### config.mk
export PLATFORM = sky130hd
export DESIGN_NAME = adder
export DESIGN_NICKNAME = d
export VERILOG_FILES = /design/src/rtl/adder.sv
export SDC_FILE = /design/constraint.sdc
export NUM_CORES = 1
export LEC_CHECK = 0
export ABC_AREA = 1
export BUFFER_PORTS_ARGS = -buffer_cell sky130_fd_sc_hd__buf_2
export CORE_MARGIN = 8
export CORE_UTILIZATION = 47
export CTS_BUF_LIST = sky130_fd_sc_hd__clkbuf_16
export DETAILED_ROUTE_END_ITERATION = 10
export HOLD_SLACK_MARGIN = 0.15
export PLACE_DENSITY_LB_ADDON = 0.1
export SLEW_MARGIN = 5
export SYNTH_ARGS = -nofsm -noshare
export SYNTH_HDL_FRONTEND = slang
export SYNTH_SLANG_ARGS = --single-unit
### constraint.sdc
create_clock -name clk -period 1.2 [get_ports clk]
set_clock_uncertainty 0.15 [all_clocks]
set_input_delay 0.24 -clock clk [delete_from_list [all_inputs] [get_ports clk]]
set_output_delay 0.24 -clock clk [all_outputs]
set_load 0.02 [all_outputs]
### src/rtl/adder.sv
// adder: registered WIDTH-bit adder built from 4-bit carry-lookahead groups.
// Define ADDER_SUB_EN to add the Sub port (Sub=1 gives In1 - In2 as In1 + ~In2 + 1).
module adder #(
    parameter int WIDTH = 32
) (
    input  logic             clk,
    input  logic             rst,
    input  logic [WIDTH-1:0] In1,
    input  logic [WIDTH-1:0] In2,
`ifdef ADDER_SUB_EN
    input  logic             Sub,
`endif
    output logic [WIDTH-1:0] Out,
    output logic             Carry,
    output logic             Overflow
);
    localparam int NG = WIDTH / 4;
    logic             cin;
    logic [WIDTH-1:0] b, g, p;
    logic [NG-1:0]    gg, gp;
    logic [WIDTH:0]   c;
`ifdef ADDER_SUB_EN
    assign cin = Sub;
`else
    assign cin = 1'b0;
`endif
    assign b = In2 ^ {WIDTH{cin}};
    assign g = In1 & b;
    assign p = In1 ^ b;
    for (genvar i = 0; i < NG; i++) begin : grp
        assign gg[i] = g[4*i+3] | (p[4*i+3] & g[4*i+2]) | (p[4*i+3] & p[4*i+2] & g[4*i+1])
                     | (p[4*i+3] & p[4*i+2] & p[4*i+1] & g[4*i]);
        assign gp[i] = &p[4*i+3:4*i];
    end
    // Bit carries inside a group look ahead from the group carry-in only; groups ripple.
    always_comb begin
        c = '0;
        c[0] = cin;
        for (int i = 0; i < NG; i++) begin
            c[4*i+1] = g[4*i] | (p[4*i] & c[4*i]);
            c[4*i+2] = g[4*i+1] | (p[4*i+1] & g[4*i]) | (p[4*i+1] & p[4*i] & c[4*i]);
            c[4*i+3] = g[4*i+2] | (p[4*i+2] & g[4*i+1]) | (p[4*i+2] & p[4*i+1] & g[4*i])
                     | (p[4*i+2] & p[4*i+1] & p[4*i] & c[4*i]);
            c[4*i+4] = gg[i] | (gp[i] & c[4*i]);
        end
    end
    always_ff @(posedge clk or posedge rst) begin
        if (rst) begin
            Out      <= '0;
            Carry    <= 1'b0;
            Overflow <= 1'b0;
        end else begin
            Out      <= p ^ c[WIDTH-1:0];
            Carry    <= c[WIDTH];
            Overflow <= c[WIDTH] ^ c[WIDTH-1];
        end
    end
endmodule

Word-level counts from Yosys, hierarchy flattened
Cells that the tools add are included.
- reduce and logical (&&, ||, !) cells: 7
- bitwise gates (word level): 194
- operators by type and width (operator ; number):
    AND 1 bit ; 114
    OR 1 bit ; 76
    XOR 32 bit ; 2
    AND 32 bit ; 1
    AND reduction 4 bit ; 7
    XOR 1 bit ; 1
- word-level logic and storage cells: 204
- output and inout port bits: 34
- input bits: 66
- bits in registers: 34

Depth between registers and ports, before layout
- depth after elaboration: 20
- gate-level depth with buffers: 21
- gate-level depth less buffers: 21

Least setup slack after synthesis
Ideal clock, no wire load.
- kind: input port to flip-flop
- from: input In1[3]
- to: register Out[29]
- buffers on the path: 0
- stages: 18
- data arrival time: 2.183 ns
- data required time: 0.924 ns
- setup time: 0.126 ns
- slack: -1.259 ns
- cell sequence: ha_1 or2_0 nand2_1 nand2_2 nand2_2 nand2_4 nand2_4 nand2_4 nand2_4 nand2_4 nand2_4 nand2_4 nand2_4 nand2_4 nand2_4 nand2_4 fa_1 xor2_1
- word-level cells in the longest chain between the ends: 20
- elaborated cells on any way between the ends: 25
- those cells by class: bitwise: 25
- RTL lines (element ; RTL line ; source):
    from (decl) ; 8 ; input logic [WIDTH-1:0] In1,
    XOR 32 bit ; 29 ; assign p = In1 ^ b;
    AND 1 bit (on tied branches) ; 31, 32 ;
    OR 1 bit (tied with other cells) ; 31 ; assign gg[i] = g[4*i+3] | (p[4*i+3] & g[4*i+2]) | (p[4*i+3] & p[4*i+2] & g[4*i+1])
    OR 1 bit or AND 1 bit (tied branches) ; 31, 32 ;
    OR 1 bit * ; 32 ; | (p[4*i+3] & p[4*i+2] & p[4*i+1] & g[4*i]);
    AND 1 bit * ; 44 ; c[4*i+4] = gg[i] | (gp[i] & c[4*i]);
    OR 1 bit * ; 44 ;
    AND 1 bit * ; 44 ;
    (+4 left out) ; n/a ;
    OR 1 bit * ; 44 ;
    AND 1 bit * ; 44 ;
    OR 1 bit * ; 44 ;
    AND 1 bit * ; 44 ;
    OR 1 bit * ; 44 ;
    AND 1 bit * ; 40 ; c[4*i+1] = g[4*i] | (p[4*i] & c[4*i]);
    OR 1 bit * ; 40 ;
    XOR 32 bit * ; 53 ; Out <= p ^ c[WIDTH-1:0];
    to (signal assigned) ; 53 ;
    to (decl) ; 13 ; output logic [WIDTH-1:0] Out,
Every way passes the cells marked *; elsewhere a longest branch is shown, timed or not.

Worst setup path in the final report
Same ends and word-level chain as after synthesis.

==> results.ini <==
[synthesis]
syn_inst=207
synth-seq-cells=34
synth-seq-area-share=0.387
syn_area_mm2=0.00220
mappedNetlistNets=313
ys.warnings.count=0
synth.distinct_cells=25
syn_area_per_cell_um2=10.6

[sta]
worstMarginPinSlew_ps=294
min_period_ps=2080
hold_viol_final=0
drv_slew=0
setup_viol_count_final=30
rsz0062_at_grt=yes
layout_worst_path_cycle_share=1.73
relSlewSlack=0.802
setup_tns_ps=-18810
fin_hold_ws_ps=118
timing.final.ws_setup_ps=-875
clock.fmax_ghz=0.482

[place]
dp_hpwl_mm=4.55
gp_congestion=0.748
io_buffer_count=99
dpl_worst_slack_ps=-1210
placed_area_mm2=0.00330

[grt]
grt_pass1_wl_mm=9.35
antenna_found_initial=0
grt_start_max_net_pins=35
grt-ovfl-total=0
grt_pass1_vias=2134
grtUsageTotal=0.161

[floorplanning]
io_pins=100
fp.dieW_um=84.4
initial_utilization=0.475
die_h_um=84.4
rows=25
core_area_mm2=0.00463
die_area_mm2=0.00713

[drt]
drtPass1Iterations=3
drtIter0Drc=44
final_antenna_net_count=0
vias=2014
wl_per_cell_um=12.8
drc=0
routed_via_density=4.67
wl_mm=5.52

[clocking]
cts_buffers=5
clk_pin_slew_worst_paths_ps=50
cts.htree.levels=2
hold_buffers=2
cts_sinks=34
cts_buffer_depth=2
cts-root-buf=clkbuf_16
cts_tree=yes

[run]
maxCapViolCount=0

[layout]
seq_area_um2=851
nFillCells=311
post_route_cells_drive_above_1_share=0.594
finalInstanceArea_mm2=0.00366
multiInputGateArea_mm2=0.00150
fin_nets=482
diodes=0
syn_to_final_growth_pct=66.5
final_core_util=0.792

[critical_path]
cp.required_ps=1210
cp-end-kind=flip-flop
crit_arrival_ps=2080
start_kind=input port
critPathKind=in2reg
path_max_fanout=3

[hold_path]
hold_class=in2reg
whs_path_depth=3

[pwr]
irDropWorstVdd_v=0.000636
p_leak_nw=1.93
power_density_mw_per_mm2=1220

[run_status]
outcome=finished, violations left
violations=negative setup slack

[worst max-delay path, cell delays in order]
cell and delay, ps:
buf_6 100, ha_4 230, or2_0 190, nand2_1 70, nand2_2 60, nand2_2 80
nand2_4 60, nand2_4 70, nand2_4 50, nand2_4 60, nand2_4 50, nand2_4 60
nand2_4 50, nand2_4 60, nand2_4 60, nand2_4 70, nand2_4 40, fa_2 330
xor2_1 140
[final timing paths]
kind / from / to / slack (ps)
worst min-delay path: In2[3] / Out[3] / 120
min in group asynchronous: rst / Out[22] / 410
worst max-delay path: In1[3] / Out[29] / -880
max in group asynchronous: rst / Out[6] / 310
[power breakdown]
part | internal (mW) | total (mW) | leakage [nW] | switching [mW]
clock | 0.745 | 1.18 | 0.0663 | 0.435
combinational | 0.876 | 1.85 | 1.47 | 0.970
sequential | 1.38 | 1.45 | 0.397 | 0.0656
total | 3.00 | 4.47 | 1.93 | 1.47
[registers in the layout, summed over array words and instances (netlist names)]
name / count
Out: 32
Carry: 1
Overflow: 1
[final cells by class]
class | count | area share
timing repair buffer | 162 | 0.293
sequential | 34 | 0.232
inverter | 10 | 0.0102
clock inverter | 3 | 0.00307
multi-input combinational | 163 | 0.409
tap | 54 | 0.0184
clock buffer | 5 | 0.0341
[metal layers]
layer,global-route usage,share of wire,vias to the layer above
met5,0,0,-
met4,0.0534,0.013,0
met3,0.0468,0.053,6
met2,0.314,0.56,53
met1,0.156,0.37,931
li1,-,-,1024
[logic make-up after synthesis]
family	share of synthesized area
fa+ha+maj	0.255
simple gates	0.189
flops	0.387
xor+xnor	0.0796
buf+inv	0.0171
compound gates	0.0733
[stage by stage]
stage	cells	power, mW
after CTS	430	4.42
after global routing	431	4.74
final	431	4.47
after global placement	416	3.09
after floorplan	207	2.39
after detailed placement	416	3.13
[Yosys cell counts]
master    number  share of area
o21bai_1       2         0.0068
inv_1         10          0.017
a21oi_2        1         0.0040
nand2_1       35          0.060
nand2_2        6          0.017
xor2_1        15          0.060
a21oi_4        1         0.0074
nor3_1         2         0.0045
a211oi_1       1         0.0034
nand2_4       11          0.056
fa_1           8          0.073
dfrtp_1       34           0.39
a21o_2         1         0.0040
o21ai_0        2         0.0045
nor2_1        11          0.019
or2_0          1         0.0028
nand4_1        1         0.0028
a21o_1         1         0.0034
ha_1          32           0.18
nor2_4         1         0.0051
nand3_1        8          0.018
a21oi_1       16          0.036
xnor2_1        5          0.020
a21boi_1       1         0.0034
nand3b_1       1         0.0034
[placed cells by master, fill, tap and decap left out, drive strengths merged]
master,instances
nand3,8
dlygate4sd3,2
a21boi,1
or2,1
a21oi,18
clkbuf,5
a211oi,1
nor2,12
fa,8
nand4,1
inv,10
nand2,52
a21o,2
ha,32
nand3b,1
xnor2,5
dfrtp,34
buf,160
nor3,2
o21bai,2
xor2,15
o21ai,2
clkinv,3
[repair_timing]
action,CTS,global route
resized for setup,24,25
setup endpoints to repair,31,40
buffers inserted,6,3
pin swaps,16,18
endpoints found under the hold margin,36,1
Note: power is estimated with default switching activity, not from simulation.
